**config.mk**
```make
export PLATFORM = sky130hd
export DESIGN_NAME = dmem_arbiter
export DESIGN_NICKNAME = d
export VERILOG_FILES = /design/src/rtl/dmem_arbiter.sv
export SDC_FILE = /design/constraint.sdc
export NUM_CORES = 1
export LEC_CHECK = 0
export CORE_AREA = 2 2 110 112
export DETAILED_ROUTE_END_ITERATION = 6
export DIE_AREA = 0 0 112 114
export GPL_TIMING_DRIVEN = 0
export PLACE_DENSITY = 0.66
export SLEW_MARGIN = 20
export SYNTH_ARGS = -nofsm -noshare
export SYNTH_HDL_FRONTEND = slang
export SYNTH_SLANG_ARGS = --single-unit
```
**constraint.sdc**
```tcl
create_clock -name clk -period 4.6 [get_ports clk]
set_clock_uncertainty 0.1 [all_clocks]
set_input_delay 0.92 -clock clk [delete_from_list [all_inputs] [get_ports clk]]
set_output_delay 0.92 -clock clk [all_outputs]
set_load 0.03 [all_outputs]
```
**src/rtl/dmem_arbiter.sv**
```systemverilog
`default_nettype none
// ============================================================================
// Module   : dmem_arbiter
// Purpose  : Shares one single-port synchronous data memory between two
//            requesters. Port 0 is the processor load/store path and port 1
//            is a secondary master such as display refresh or DMA.
//            Ownership is handed out round-robin. An owner may lock the
//            memory for a burst. While the other port is waiting, a burst
//            is capped at MAXHOLD accesses.
//            Read data returns exactly one cycle after the grant. An access
//            whose address lies outside the dmem window is still granted,
//            but it never reaches the memory and reports err instead.
// Ports    : clk, reset           clock, asynchronous active-high reset
//            req/lock/we/addr/wdata{0,1}
//                                 requester inputs, held until granted
//            gnt{0,1}             access issued this cycle (combinational)
//            rvalid/err/rdata{0,1}
//                                 read return / range error, one cycle later
//            mem_en/mem_we/mem_addr/mem_wdata
//                                 dmem command port (word addressed)
//            mem_rdata            dmem read data, cycle after a read strobe
// Revision : 1.0 - initial release
// ============================================================================
module dmem_arbiter #(
    parameter int DBITS        = 32,
    parameter int DMEMADDRBITS = 16,
    parameter int DMEMWORDBITS = 2,
    parameter int MAXHOLD      = 8
) (
    input  logic                                 clk,
    input  logic                                 reset,

    input  logic                                 req0,
    input  logic                                 lock0,
    input  logic                                 we0,
    input  logic [DBITS-1:0]                     addr0,
    input  logic [DBITS-1:0]                     wdata0,
    output logic                                 gnt0,
    output logic                                 rvalid0,
    output logic                                 err0,
    output logic [DBITS-1:0]                     rdata0,

    input  logic                                 req1,
    input  logic                                 lock1,
    input  logic                                 we1,
    input  logic [DBITS-1:0]                     addr1,
    input  logic [DBITS-1:0]                     wdata1,
    output logic                                 gnt1,
    output logic                                 rvalid1,
    output logic                                 err1,
    output logic [DBITS-1:0]                     rdata1,

    output logic                                 mem_en,
    output logic                                 mem_we,
    output logic [DMEMADDRBITS-DMEMWORDBITS-1:0] mem_addr,
    output logic [DBITS-1:0]                     mem_wdata,
    input  logic [DBITS-1:0]                     mem_rdata
);

    localparam int c_IDX_W = DMEMADDRBITS - DMEMWORDBITS;
    localparam int c_CNT_W = $clog2(MAXHOLD + 1);
    // hold_cnt + 1 >= MAXHOLD  <=>  hold_cnt >= MAXHOLD - 1
    localparam logic [c_CNT_W-1:0] c_HOLD_LAST = c_CNT_W'(MAXHOLD - 1);
    localparam logic [c_CNT_W-1:0] c_HOLD_MAX  = c_CNT_W'(MAXHOLD);

    typedef enum logic [1:0] {
        S_IDLE = 2'd0,
        S_OWN0 = 2'd1,
        S_OWN1 = 2'd2
    } state_t;

    state_t               r_state;
    state_t               w_state_nxt;
    logic                 r_rr;          // last owner; the other port wins a tie
    logic                 w_rr_nxt;
    logic [c_CNT_W-1:0]   r_hold_cnt;
    logic [c_CNT_W-1:0]   w_hold_nxt;

    logic                 r_rvalid0;
    logic                 r_rvalid1;
    logic                 r_err0;
    logic                 r_err1;
    logic                 w_rvalid0_nxt;
    logic                 w_rvalid1_nxt;
    logic                 w_err0_nxt;
    logic                 w_err1_nxt;

    // ------------------------------------------------------------------
    // Signals of the current owner. When idle, w_sel = 0, but nothing is
    // issued, because w_own gates the grant.
    // ------------------------------------------------------------------
    logic                 w_own;
    logic                 w_sel;
    logic                 w_req_sel;
    logic                 w_lock_sel;
    logic                 w_we_sel;
    logic [DBITS-1:0]     w_addr_sel;
    logic [DBITS-1:0]     w_wdata_sel;
    logic                 w_other_req;
    logic                 w_in_range;
    logic                 w_gnt;
    logic                 w_hold_last;
    logic                 w_release;
    logic                 w_unused_bits;

    assign w_own       = (r_state == S_OWN0) || (r_state == S_OWN1);
    assign w_sel       = (r_state == S_OWN1);
    assign w_req_sel   = w_sel ? req1   : req0;
    assign w_lock_sel  = w_sel ? lock1  : lock0;
    assign w_we_sel    = w_sel ? we1    : we0;
    assign w_addr_sel  = w_sel ? addr1  : addr0;
    assign w_wdata_sel = w_sel ? wdata1 : wdata0;
    assign w_other_req = w_sel ? req0   : req1;

    // Address bits above the dmem window must be zero. When the window
    // spans the whole bus, every address is in range.
    generate
        if (DBITS > DMEMADDRBITS) begin : g_range_chk
            assign w_in_range = (w_addr_sel[DBITS-1:DMEMADDRBITS] == '0);
        end else begin : g_range_all
            assign w_in_range = 1'b1;
        end
    endgenerate

    // The byte-offset bits select nothing in a word-wide memory.
    assign w_unused_bits = ^w_addr_sel[DMEMWORDBITS-1:0];

    assign w_gnt = w_own && w_req_sel;
    assign gnt0  = w_gnt && !w_sel;
    assign gnt1  = w_gnt &&  w_sel;

    // An out-of-range access is granted, so the requester can move on,
    // but it never strobes the memory.
    assign mem_en    = w_gnt && w_in_range;
    assign mem_we    = w_gnt && w_in_range && w_we_sel;
    assign mem_addr  = w_gnt ? w_addr_sel[DMEMADDRBITS-1:DMEMWORDBITS]
                             : {c_IDX_W{1'b0}};
    assign mem_wdata = w_gnt ? w_wdata_sel : {DBITS{1'b0}};

    assign w_hold_last = (r_hold_cnt >= c_HOLD_LAST);

    // Give up ownership in three cases: the request went away (done or
    // abandoned), an unlocked access was issued, or the burst used up its
    // share while the other port waits.
    assign w_release = w_own &&
                       (!w_req_sel ||
                        (w_gnt && !w_lock_sel) ||
                        (w_gnt && w_hold_last && w_other_req));

    // ------------------------------------------------------------------
    // Next-state / ownership logic
    // ------------------------------------------------------------------
    always_comb begin
        w_state_nxt = r_state;
        w_rr_nxt    = r_rr;
        w_hold_nxt  = r_hold_cnt;
        case (r_state)
            S_IDLE: begin
                w_hold_nxt = '0;
                if (req0 && req1) begin
                    w_state_nxt = r_rr ? S_OWN0 : S_OWN1;
                end else if (req0) begin
                    w_state_nxt = S_OWN0;
                end else if (req1) begin
                    w_state_nxt = S_OWN1;
                end
            end
            S_OWN0, S_OWN1: begin
                if (w_release) begin
                    // A waiting port takes over directly, with no idle bubble.
                    w_hold_nxt  = '0;
                    w_rr_nxt    = w_sel;
                    if (w_other_req) begin
                        w_state_nxt = w_sel ? S_OWN0 : S_OWN1;
                    end else begin
                        w_state_nxt = S_IDLE;
                    end
                end else if (w_gnt && (r_hold_cnt != c_HOLD_MAX)) begin
                    w_hold_nxt = r_hold_cnt + c_CNT_W'(1);
                end
            end
            default: begin
                w_state_nxt = S_IDLE;
                w_hold_nxt  = '0;
            end
        endcase
    end

    // ------------------------------------------------------------------
    // Return pipeline: reads get rvalid next cycle, and out-of-range
    // accesses get err next cycle. At most one port is granted per cycle,
    // so the two rvalids are mutually exclusive.
    // ------------------------------------------------------------------
    always_comb begin
        w_rvalid0_nxt = gnt0 && !we0;
        w_rvalid1_nxt = gnt1 && !we1;
        w_err0_nxt    = gnt0 && !w_in_range;
        w_err1_nxt    = gnt1 && !w_in_range;
    end

    always_ff @(posedge clk or posedge reset) begin
        if (reset) begin
            r_state    <= S_IDLE;
            r_rr       <= 1'b1;
            r_hold_cnt <= '0;
            r_rvalid0  <= 1'b0;
            r_rvalid1  <= 1'b0;
            r_err0     <= 1'b0;
            r_err1     <= 1'b0;
        end else begin
            r_state    <= w_state_nxt;
            r_rr       <= w_rr_nxt;
            r_hold_cnt <= w_hold_nxt;
            r_rvalid0  <= w_rvalid0_nxt;
            r_rvalid1  <= w_rvalid1_nxt;
            r_err0     <= w_err0_nxt;
            r_err1     <= w_err1_nxt;
        end
    end

    assign rvalid0 = r_rvalid0;
    assign rvalid1 = r_rvalid1;
    assign err0    = r_err0;
    assign err1    = r_err1;

    // Memory data is forwarded only for a valid in-range read. Otherwise
    // the outputs stay at zero, whatever mem_rdata holds.
    assign rdata0 = (r_rvalid0 && !r_err0) ? mem_rdata : {DBITS{1'b0}};
    assign rdata1 = (r_rvalid1 && !r_err1) ? mem_rdata : {DBITS{1'b0}};

endmodule
`default_nettype wire
```
==> results of run 1 <==
==> worst max-delay path, stage by stage <==
cell and delay, ns:
sky130_fd_sc_hd__clkdlybuf4s50_1 0.49, sky130_fd_sc_hd__mux2_2 0.34, sky130_fd_sc_hd__nand2_1 0.25, sky130_fd_sc_hd__buf_2 0.30, sky130_fd_sc_hd__buf_2 0.26, sky130_fd_sc_hd__nor2_1 0.09
sky130_fd_sc_hd__clkdlybuf4s50_1 0.60
==> cells in the final DEF (no fill, tap or decap), drive strengths merged, types with 5 or more instances in the layout <==
master / netlist / final
and2: 64 / 64
buf: 6 / 6
clkbuf: 11 / 15
clkdlybuf4s50: 0 / 281
dfrtp: 10 / 10
ha: 6 / 6
inv: 6 / 6
mux2i: 48 / 48
nand2: 6 / 6
nor2: 51 / 51
nor4: 5 / 5
==> sequential cells by signal (all words and copies together), names as in the netlist <==
name        cells
r_state         2
rvalid0         1
r_hold_cnt      4
err1            1
rvalid1         1
r_rr            1
err0            1
==> how the worst min path moves through the flow <==
stage	startpoint	to	cells after the start
2_1_floorplan	r_state[0]	r_state[0]	1
3_3_place_gp	r_state[0]	r_state[0]	1
3_5_place_dp	r_state[0]	r_state[0]	1
4_1_cts	r_state[0]	r_state[0]	1
5_1_grt	r_state[0]	r_state[0]	1
6_report	r_state[0]	r_state[0]	1
==> cell families after synthesis <==
kind of cell / after synthesis / synth area share, %
xor gates and xnor gates: 2 / 0.9404
and+or+nand+nor: 145 / 41.91
adders and majority gates: 6 / 4.029
muxes: 51 / 27.60
AOI/OAI and AO/OA: 13 / 5.305
DFF: 11 / 14.84
buffers and inverters: 23 / 5.372
==> per-stage QoR <==
stage                     setup WS [ns]  utilization [%]  cells  cell area (um2)  power (mW)
after global placement           0.3550            41.50    679             4860       1.699
final                            0.3259            42.19    684             4941       1.859
after floorplan                   1.322                -    251             1863       1.050
after CTS                        0.3078            42.17    683             4938       1.886
after global routing             0.1701            42.19    684             4941       1.976
after detailed placement         0.3220            41.50    679             4860       1.713
==> cells in the mapped netlist <==
library cell,count
sky130_fd_sc_hd__inv_1,6
sky130_fd_sc_hd__xor2_1,1
sky130_fd_sc_hd__and2_1,64
sky130_fd_sc_hd__nand4_1,2
sky130_fd_sc_hd__a211oi_2,1
sky130_fd_sc_hd__a21oi_1,4
sky130_fd_sc_hd__nand2b_1,3
sky130_fd_sc_hd__nor2b_1,4
sky130_fd_sc_hd__xnor2_1,1
sky130_fd_sc_hd__buf_6,1
sky130_fd_sc_hd__dfstp_2,1
sky130_fd_sc_hd__or4b_1,1
sky130_fd_sc_hd__nand3_1,1
sky130_fd_sc_hd__buf_2,5
sky130_fd_sc_hd__o21ai_0,3
sky130_fd_sc_hd__mux2_1,2
sky130_fd_sc_hd__a22o_1,1
sky130_fd_sc_hd__nor3_1,2
sky130_fd_sc_hd__or4_4,1
sky130_fd_sc_hd__a32o_1,2
sky130_fd_sc_hd__clkbuf_1,11
sky130_fd_sc_hd__o211ai_1,1
sky130_fd_sc_hd__and3_1,3
sky130_fd_sc_hd__dfrtp_1,10
sky130_fd_sc_hd__mux2_2,1
sky130_fd_sc_hd__mux2i_1,48
sky130_fd_sc_hd__nor4_2,1
sky130_fd_sc_hd__nor4_1,4
sky130_fd_sc_hd__nor2_1,51
sky130_fd_sc_hd__o2111ai_2,1
sky130_fd_sc_hd__nand2_1,6
sky130_fd_sc_hd__ha_1,6
sky130_fd_sc_hd__nor3_2,1
sky130_fd_sc_hd__nand3b_1,1
==> cell type report <==
class / count / area, um2
Fill cell: 1193 / 6770
Multi-Input combinational cell: 217 / 1486
Inverter: 6 / 22.52
Antenna cell: 1 / 2.502
Clock buffer: 4 / 78.83
Buffer: 17 / 77.57
Sequential cell: 11 / 276.5
Tap cell: 147 / 183.9
Timing Repair Buffer: 281 / 2813
==> power by group <==
| group | internal [mW] | total (mW) | switching [mW] | leakage [nW] |
|---|---|---|---|---|
| Sequential | 0.123 | 0.140 | 0.0176 | 0.146 |
| Combinational | 0.692 | 1.56 | 0.866 | 1.70 |
| Clock | 0.117 | 0.162 | 0.0450 | 0.0382 |
| Total | 0.931 | 1.86 | 0.928 | 1.89 |
==> per-layer routing <==
| metal | part of all wire (%) | global-route usage [%] | vias to the layer above |
|---|---|---|---|
| li1 | - | - | 1412 |
| met1 | 35 | 16.15 | 1277 |
| met2 | 53 | 31.43 | 182 |
| met3 | 9.1 | 3.879 | 16 |
| met4 | 2.4 | 6.423 | 0 |
| met5 | 0 | 0 | - |
==> out/summary.md, run 1 <==
* **critical path peak fanout** 10
* **number of DRC markers after the initial detailed-route iteration** 57
* **DR WL/cell** 16.13 um
* **fraction of final layout cells with drive strength greater than 1** 2.985%
* **leakage power total** 1.887 nW
* **Root Buffer Master** sky130_fd_sc_hd__clkbuf_16
* **synthesized area per cell** 7.422 um2
* **end point of the critical path** mem_wdata[23]
* **total number of vias** 2887
* **clock buffers created by TritonCTS** 3
* **Hold/Removal Path Class** flop to flop
* **DRT Wirelength** 11.04 mm
* **Synth warnings** 0
* **router iterations before antenna repair** 4
* **worst-skew pair later-pin latency** 0.24 ns
* **Post-Synthesis Cell Area** 1863 um2
* **setup TNS** 0 ns
* **first-pass GRT wire length** 16.05 mm
* **CTS tree** done
* **Rel. slew slack** 50.25%
* **placed wire-length estimate after detailed placement** 9.567 mm
* **clock-pin transition on the worst setup and hold timing paths** 0.04 ns
* **critical path launch point type** primary input
* **proportion of synthesized chip area in sequential cells** 14.84%
* **Gates resized, CTS repair** 0
* **# hold bufs at CTS** 0
* **Final GP Congestion** 0.8829
* **result of the run** complete, no violations
* **highest ir drop seen on vdd** 0.2415 mV
* **max_cap viols** 0
* **Core Footprint** 11710 um2
* **fmax** 0.2340 GHz
* **leading cell types by total area after synthesis** sky130_fd_sc_hd__mux2i_1 26%, sky130_fd_sc_hd__and2_1 21%, sky130_fd_sc_hd__dfrtp_1 13%
* **Port Buffer Count** 281
* **Sinks on Clock Net** 11
* **Worst setup EP type** primary output
* **worst r2r dst** err0
* **Period minus WS final** 4.274 ns
* **classification of the worst setup path** primary input to primary output
* **Netlist cell types** 34
* **number of rows created at floorplan** 40
* **Vert. Die Dim** 114 um
* **final critical-path share of the clock period** 92.92%
* **vias in the first global route** 3025
* **ANT nets after route** 0
* **average via count per standard cell** 4.221
* **H-Tree Level Count** 1
* **die extent in x** 112 um
* **power per standard cell area** 376.3 nW/um2
* **cell type with the largest total area after synthesis** sky130_fd_sc_hd__mux2i_1
* **internal reg-to-reg setup slack** 2.50 ns
* **sum of overflow across all layers after global routing** 0
* **final hold violation count** 0
* **detailed-route DRC error count** 0
* **total of endpoints with negative setup slack in the final report** 0
* **r2r worst-path depth** 7
* **cell count after synthesis** 251
* **starting density of the core** 15.91%
* **Area growth syn-to-layout** 165.2%
* **Yosys top cell area share** 25.79%
* **syn nets** 425
* **Worst R2R Start** r_state[0]
* **data required time at the worst endpoint** 3.58 ns
* **WHS** 0.4614 ns
* **Total Nets Final** 711
* **I/O pin count** 286
* **total of flip-flops plus latches after synthesis** 11
* **transition time at the pin with the least slew margin** 0.7462 ns
* **Tot GR Track Use** 16.00%
* **maximum number of pins on one net before global-route repair** 12
* **number of setup buffers added after CTS** 0
* **Worst Path Arrival** 3.25 ns
* **Worst Setup SP** req1
* **number of pins with negative max-slew slack in the final report** 0
* **number of antenna violations at the first check in global routing** 1
* **maximum root-to-sink buffer count** 2
* **unrepaired setup endpoints after global routing** no
* **area enclosed by the die boundary** 12770 um2
Note: power is estimated with default switching activity, not from simulation.
==> run 2, diff against run 1 <==
CAP_MARGIN = 0   (was unset)
PLACE_DENSITY = 0.68   (was 0.66)
SLEW_MARGIN = unset   (was 20)
clock period = 3.5 ns   (was 4.6 ns; I/O delays follow)
==> run 2 against run 1 <==
Net effect: sequential share of layout area rose by 0.053 points; worst hold slack lost 0.010 ns; wire length down 4.9%; final area decreased by 0.94%; sequential cell count is the same; combinational power up 26%; register-to-register slack worse by 1.2 ns; cell count decreased by 0.15%; clock-buffer cell count did not move; sequential power increased by 35%; largest power group unchanged; highest routed layer unchanged.
==> out/summary.md, run 2 (synthesis results as in run 1) <==
* **switching share of power** 52.25%, was 49.92%
* **number of setup buffers added after CTS** 0, unchanged
* **internal power of the cells** 1.124 mW, was 0.9309 mW
* **hold worst-path end** r_state[0], unchanged
* **final critical-path share of the clock period** 95.42%
* **cell family with the largest share of critical-path delay** buffers and inverters, unchanged
* **unrepaired setup endpoints after global routing** no, unchanged
* **Worst path max stage delay** 0.50 ns, was 0.60 ns
* **number of diodes** 0, was 1
* **clock-pin transition on the worst setup and hold timing paths** 0.04 ns, about the same
* **flip-flop count of the largest register after layout** 4, unchanged
* **Worst Path Arrival** 2.54 ns, was 3.25 ns
* **average via count per standard cell** 4.230, was 4.221
* **Sinks on Clock Net** 11, unchanged
* **commonest cells after routing, fill and taps aside** 232 x sky130_fd_sc_hd__clkdlybuf4s50_1, 64 x sky130_fd_sc_hd__and2_1, 51 x sky130_fd_sc_hd__nor2_1, 48 x sky130_fd_sc_hd__mux2i_1, 38 x sky130_fd_sc_hd__dlygate4sd2_1, was 281 x sky130_fd_sc_hd__clkdlybuf4s50_1, 64 x sky130_fd_sc_hd__and2_1, 51 x sky130_fd_sc_hd__nor2_1, 48 x sky130_fd_sc_hd__mux2i_1, 12 x sky130_fd_sc_hd__clkbuf_1
* **vias in the first global route** 2945, was 3025
* **starting density of the core** 15.91%, unchanged
* **Period minus WS final** 3.340 ns
* **maximum number of pins on one net before global-route repair** 12, unchanged
* **Port Buffer Count** 281, unchanged
* **Worst setup EP type** primary output, unchanged
* **standard cell with the maximum stage delay on the critical path** sky130_fd_sc_hd__clkdlybuf4s50_1, unchanged
* **Area growth syn-to-layout** 162.7%, was 165.2%
* **classification of the worst setup path** primary input to primary output, unchanged
* **Hold/Removal Path Class** flop to flop, unchanged
* **final worst slack** 0.1603 ns, was 0.3259 ns
* **leakage power total** 2.167 nW, was 1.887 nW
* **Final GP Congestion** 0.9623, was 0.8829
* **H-Tree Level Count** 1, unchanged
* **DRT Wirelength** 10.49 mm, was 11.04 mm
* **die extent in x** 112 um, unchanged
* **detailed-route DRC error count** 0, unchanged
* **Worst R2R Start** r_state[0], unchanged
* **placed wire-length estimate after detailed placement** 9.195 mm, was 9.567 mm
* **part of the total power dissipated in combinational logic** 83.1%, was 83.8%
* **final hold violation count** 0, unchanged
* **switching pwr** 1.230 mW, was 0.9281 mW
* **I/O pin count** 286, unchanged
* **worst-skew pair later-pin latency** 0.24 ns, about the same
* **Core Footprint** 11710 um2, unchanged
* **critical path peak fanout** 10, unchanged
* **Crit path buffers/inverters** 4, unchanged
* **Reg with most FFs** r_hold_cnt, unchanged
* **router iterations before antenna repair** 4, unchanged
* **area enclosed by the die boundary** 12770 um2, unchanged
* **total of endpoints with negative setup slack in the final report** 0, unchanged
* **Flop pwr share** 8.0%, was 7.5%
* **CTS tree** done, unchanged
* **sum of overflow across all layers after global routing** 0, unchanged
* **placed instance area** 4860 um2, unchanged
* **Total Nets Final** 711, unchanged
* **cell area after layout** 4895 um2, was 4941 um2
* **total number of vias** 2889, was 2887
* **number of pins with negative max-slew slack in the final report** 0, unchanged
* **part of the total power dissipated in the clock network** 8.9%, was 8.7%
* **power per standard cell area** 480.9 nW/um2, was 376.3 nW/um2
* **Tot GR Track Use** 15.30%, was 16.00%
* **DR WL/cell** 15.36 um, was 16.13 um
* **post-layout util** 41.79%, was 42.19%
* **Vert. Die Dim** 114 um, unchanged
* **WHS** 0.4511 ns, was 0.4614 ns
* **highest ir drop seen on vdd** 0.2965 mV, was 0.2415 mV
* **Hold Crit Start** r_state[0], unchanged
* **Rel. slew slack** 58.52%, was 50.25%
* **result of the run** complete, no violations, unchanged
* **fraction of final layout cells with drive strength greater than 1** 4.851%, was 2.985%
* **data required time at the worst endpoint** 2.70 ns, was 3.58 ns
* **Root Buffer Master** sky130_fd_sc_hd__clkbuf_16, unchanged
* **internal reg-to-reg setup slack** 1.32 ns, was 2.50 ns
* **Crit. path cell count** 7, unchanged
* **Post-Place Setup Slack** -0.3634 ns, was 0.3220 ns
* **ANT nets after route** 0, unchanged
* **worst r2r dst** err0, unchanged
* **transition time at the pin with the least slew margin** 0.6223 ns, was 0.7462 ns
* **maximum root-to-sink buffer count** 2, unchanged
* **clock buffers created by TritonCTS** 3, unchanged
* **critical-path cell list** clkdlybuf4s50_1 > mux2_2 > nand2_2 > buf_6 > buf_2 > nor2_1 > dlygate4sd2_1, was clkdlybuf4s50_1 > mux2_2 > nand2_1 > buf_2 > buf_2 > nor2_1 > clkdlybuf4s50_1
* **hold depth** 1, unchanged
* **most common cell after layout, fill and taps aside** sky130_fd_sc_hd__clkdlybuf4s50_1, unchanged
* **setup TNS** 0 ns, unchanged
* **max_cap viols** 0, unchanged
* **fmax** 0.2994 GHz
* **r2r worst-path depth** 7, unchanged
* **first-pass GRT wire length** 15.33 mm, was 16.05 mm
* **number of antenna violations at the first check in global routing** 0, was 1
* **critical path launch point type** primary input, unchanged
* **number of rows created at floorplan** 40, unchanged
* **top flop regs** r_hold_cnt: 4 flops, r_state: 2 flops, unchanged
* **number of DRC markers after the initial detailed-route iteration** 77, was 57
run 2: changes by cell type in the layout (fill, tap and decap cells not counted), sizes merged:
cell           before  now
clkbuf             15   19
clkdlybuf4s50     281  232
buf                 6    7
diode               1    0
dlygate4sd2         0   38
dlymetal6s2s        0    6
run 2: metrics by stage:
step                instances  power [mW]
CTS                       683       2.393
global route              683       2.507
detailed placement        679       2.271
global placement          679       2.255
finish                    683       2.354
floorplan                 251       1.380
run 2: worst max path at each step:
stage                                to  startpoint
after global routing      mem_wdata[22]        req1
after global placement    mem_wdata[28]        req1
after floorplan                  mem_en   addr1[16]
final                     mem_wdata[25]        req1
after detailed placement  mem_wdata[28]        req1
after CTS                   mem_addr[0]        req1
run 2: power by group through the flow:
stage	clock, mW	combinational, mW	sequential [mW]
after floorplan	0	1.18	0.204
after global placement	0	2.07	0.188
after detailed placement	0	2.08	0.191
after CTS	0.210	1.99	0.190
after global routing	0.213	2.10	0.194
final	0.209	1.96	0.189
run 2: routing by layer:
layer  wire (um)  track usage [%]  vias up
met4         230            5.041        0
li1            -                -     1408
met2        5641            30.42      179
met5           0                0        -
met1        3545            14.62     1287
met3        1076            5.313       15
run 2: layout make-up:
cell class                      count  area [um2]
Fill cell                        1231        6817
Timing Repair Buffer              281        2755
Multi-Input combinational cell    217        1489
Sequential cell                    11       276.5
Tap cell                          147       183.9
Buffer                             17       88.84
Clock buffer                        4       78.83
Inverter                            6       22.52
run 2: what timing repair did:
action,in CTS,in global routing
gates resized for setup,51,17
endpoints found under the setup margin,48,18
pin swaps,0,1
hold buffers,0,0
run 2: worst reg2reg max path: stages (launching register included):
cell and delay, ns:
sky130_fd_sc_hd__dfrtp_1 0.38, sky130_fd_sc_hd__inv_1 0.09, sky130_fd_sc_hd__ha_1 0.21, sky130_fd_sc_hd__buf_6 0.15, sky130_fd_sc_hd__nor4_2 0.33, sky130_fd_sc_hd__nand4_1 0.13
sky130_fd_sc_hd__or4_4 0.46, sky130_fd_sc_hd__and3_1 0.21
==> run 3, diff against run 2 <==
SETUP_SLACK_MARGIN = 0.1   (was unset)
==> run 3 against run 2 <==
Net effect: sequential cell count did not move; core utilization is the same; setup slack improved by 0.011 ns; total power down 0.12%; sequential share of layout area did not move; cell count up 0.15%; die area did not move; clock-buffer cell count unchanged; critical path depth is 1 lower; via count grew 0.48%; maximum frequency grew 0.32%; highest routed layer unchanged.
==> out/summary.md, run 3 (synthesis results as in run 1) <==
* **result of the run** complete, no violations, unchanged
* **most common cell after layout, fill and taps aside** sky130_fd_sc_hd__clkdlybuf4s50_1, unchanged
* **internal reg-to-reg setup slack** 1.32 ns, about the same
* **Flop pwr share** 8.0%, about the same
* **area enclosed by the die boundary** 12770 um2, unchanged
* **maximum root-to-sink buffer count** 2, unchanged
* **Worst R2R Start** r_state[0], unchanged
* **detailed-route DRC error count** 0, unchanged
* **final critical-path share of the clock period** 95.11%, was 95.42%
* **leakage power total** 2.125 nW, was 2.167 nW
* **highest ir drop seen on vdd** 0.2896 mV, was 0.2965 mV
* **part of the total power dissipated in combinational logic** 83.1%, about the same
* **number of diodes** 0, unchanged
* **starting density of the core** 15.91%, unchanged
* **Hold Crit Start** r_state[0], unchanged
* **I/O pin count** 286, unchanged
* **router iterations before antenna repair** 4, unchanged
* **Hold/Removal Path Class** flop to flop, unchanged
* **Core Footprint** 11710 um2, unchanged
* **switching pwr** 1.230 mW, about the same
* **placed wire-length estimate after detailed placement** 9.195 mm, unchanged
* **Final GP Congestion** 0.9623, unchanged
* **WHS** 0.4520 ns, was 0.4511 ns
* **number of antenna violations at the first check in global routing** 0, unchanged
* **vias in the first global route** 2945, unchanged
* **transition time at the pin with the least slew margin** 0.6231 ns, was 0.6223 ns
* **total number of vias** 2903, was 2889
* **CTS tree** done, unchanged
* **power per standard cell area** 480.3 nW/um2, was 480.9 nW/um2
* **Vert. Die Dim** 114 um, unchanged
* **Port Buffer Count** 281, unchanged
* **critical path launch point type** primary input, unchanged
* **r2r worst-path depth** 7, unchanged
* **Area growth syn-to-layout** 162.7%, unchanged
* **internal power of the cells** 1.121 mW, was 1.124 mW
* **Worst Path Arrival** 2.53 ns, was 2.54 ns
* **data required time at the worst endpoint** 2.70 ns, about the same
* **Worst setup EP type** primary output, unchanged
* **final non-filler cell total** 684, was 683
* **Tot GR Track Use** 15.30%, unchanged
* **number of pins with negative max-slew slack in the final report** 0, unchanged
* **maximum number of pins on one net before global-route repair** 12, unchanged
* **hold depth** 1, unchanged
* **Period minus WS final** 3.329 ns, was 3.340 ns
* **die extent in x** 112 um, unchanged
* **unrepaired setup endpoints after global routing** yes, was no
* **count of fill cells added during filler insertion** 1235, was 1231
* **average via count per standard cell** 4.244, was 4.230
* **Total Nets Final** 712, was 711
* **H-Tree Level Count** 1, unchanged
* **switching share of power** 52.31%, was 52.25%
* **# hold bufs at CTS** 0, unchanged
* **post-layout util** 41.79%, unchanged
* **commonest cells after routing, fill and taps aside** 232 x sky130_fd_sc_hd__clkdlybuf4s50_1, 64 x sky130_fd_sc_hd__and2_1, 51 x sky130_fd_sc_hd__nor2_1, 48 x sky130_fd_sc_hd__mux2i_1, 33 x sky130_fd_sc_hd__dlygate4sd2_1, was 232 x sky130_fd_sc_hd__clkdlybuf4s50_1, 64 x sky130_fd_sc_hd__and2_1, 51 x sky130_fd_sc_hd__nor2_1, 48 x sky130_fd_sc_hd__mux2i_1, 38 x sky130_fd_sc_hd__dlygate4sd2_1
* **total of endpoints with negative setup slack in the final report** 0, unchanged
* **fmax** 0.3004 GHz, was 0.2994 GHz
* **flip-flop count of the largest register after layout** 4, unchanged
* **cell count after placement** 679, unchanged
* **Rel. slew slack** 58.46%, was 58.52%
* **worst-skew pair later-pin latency** 0.24 ns, about the same
* **classification of the worst setup path** primary input to primary output, unchanged
* **hold worst-path end** r_state[0], unchanged
* **ANT nets after route** 0, unchanged
* **clock buffers created by TritonCTS** 3, unchanged
* **Reg with most FFs** r_hold_cnt, unchanged
* **part of the total power dissipated in the clock network** 8.9%, about the same
* **Sinks on Clock Net** 11, unchanged
* **final hold violation count** 0, unchanged
* **critical path peak fanout** 4, was 10
* **Root Buffer Master** sky130_fd_sc_hd__clkbuf_16, unchanged
* **number of rows created at floorplan** 40, unchanged
* **DRT Wirelength** 10.50 mm, was 10.49 mm
* **clock-pin transition on the worst setup and hold timing paths** 0.04 ns, about the same
* **top flop regs** r_hold_cnt: 4 flops, r_state: 2 flops, unchanged
* **max_cap viols** 0, unchanged
* **worst r2r dst** err0, unchanged
* **DR WL/cell** 15.35 um, was 15.36 um
* **number of DRC markers after the initial detailed-route iteration** 88, was 77
* **first-pass GRT wire length** 15.33 mm, unchanged
* **sum of overflow across all layers after global routing** 0, unchanged
* **fraction of final layout cells with drive strength greater than 1** 5.773%, was 4.851%
-- run 3: changes by cell type in the layout (fill, tap and decap cells not counted), moves of 2 or more --
cell / change
sky130_fd_sc_hd__buf_2: -2
sky130_fd_sc_hd__dlygate4sd2_1: -5
sky130_fd_sc_hd__clkbuf_2: +3
sky130_fd_sc_hd__clkdlybuf4s15_1: +3
sky130_fd_sc_hd__dlymetal6s2s_1: -2
sky130_fd_sc_hd__buf_4: +2
-- run 3: power groups by stage --
stage | clock network [mW] | registers, mW | logic, mW
floorplan | 0 | 0.204 | 1.18
global placement | 0 | 0.188 | 2.07
detailed placement | 0 | 0.191 | 2.08
CTS | 0.210 | 0.190 | 1.99
global route | 0.213 | 0.194 | 2.10
finish | 0.209 | 0.189 | 1.95
-- run 3: final cells by class --
| class | instances | area, um2 | share of cell area, % |
|---|---|---|---|
| inverter | 6 | 22.52 | 0.4601 |
| timing repair buffer | 282 | 2753 | 56.24 |
| clock buffer | 4 | 78.83 | 1.610 |
| sequential | 11 | 276.5 | 5.649 |
| multi-input combinational | 217 | 1489 | 30.42 |
| tap | 147 | 183.9 | 3.758 |
| buffer | 17 | 91.34 | 1.866 |
-- run 3: worst max path at each step --
stage / startpoint / end / slack [ns] / cells past startpoint
2_1_floorplan: addr1[16] / mem_en / 0.66 / 4
3_3_place_gp: req1 / mem_wdata[28] / -0.38 / 7
3_5_place_dp: req1 / mem_wdata[28] / -0.36 / 7
4_1_cts: req1 / mem_wdata[28] / 0.09 / 7
5_1_grt: addr0[16] / mem_en / 0.03 / 6
6_report: addr0[16] / mem_en / 0.17 / 6
-- run 3: critical path: stages --
cell	delay, ns
sky130_fd_sc_hd__clkdlybuf4s50_1	0.41
sky130_fd_sc_hd__nor4_2	0.30
sky130_fd_sc_hd__nand4_1	0.13
sky130_fd_sc_hd__or4_4	0.46
sky130_fd_sc_hd__a21oi_1	0.18
sky130_fd_sc_hd__clkdlybuf4s15_2	0.34
-- run 3: timing repair --
action,CTS,global route
gates resized for setup,58,24
setup endpoints to repair,49,16
cloned,0,0
setup buffers,0,1
pin swaps,0,1
-- run 3: metal layers --
metal  share of wire, %  track usage [%]  wire, um  up-vias
met4                2.2            5.041       230        0
met1                 34            14.62      3523     1297
li1                   -                -         -     1413
met3                 11            5.313      1128       15
met5                  0                0         0        -
met2                 53            30.42      5614      178
-- run 3: stage by stage --
step	instance area [um2]	TNS [ns]	worst slack, ns	power (mW)
2_1_floorplan	1863	0	0.6622	1.380
3_3_place_gp	4860	-8.431	-0.3766	2.255
3_5_place_dp	4860	-8.338	-0.3634	2.271
4_1_cts	4895	0	0.08943	2.391
5_1_grt	4895	0	0.03055	2.505
6_report	4895	0	0.1710	2.351
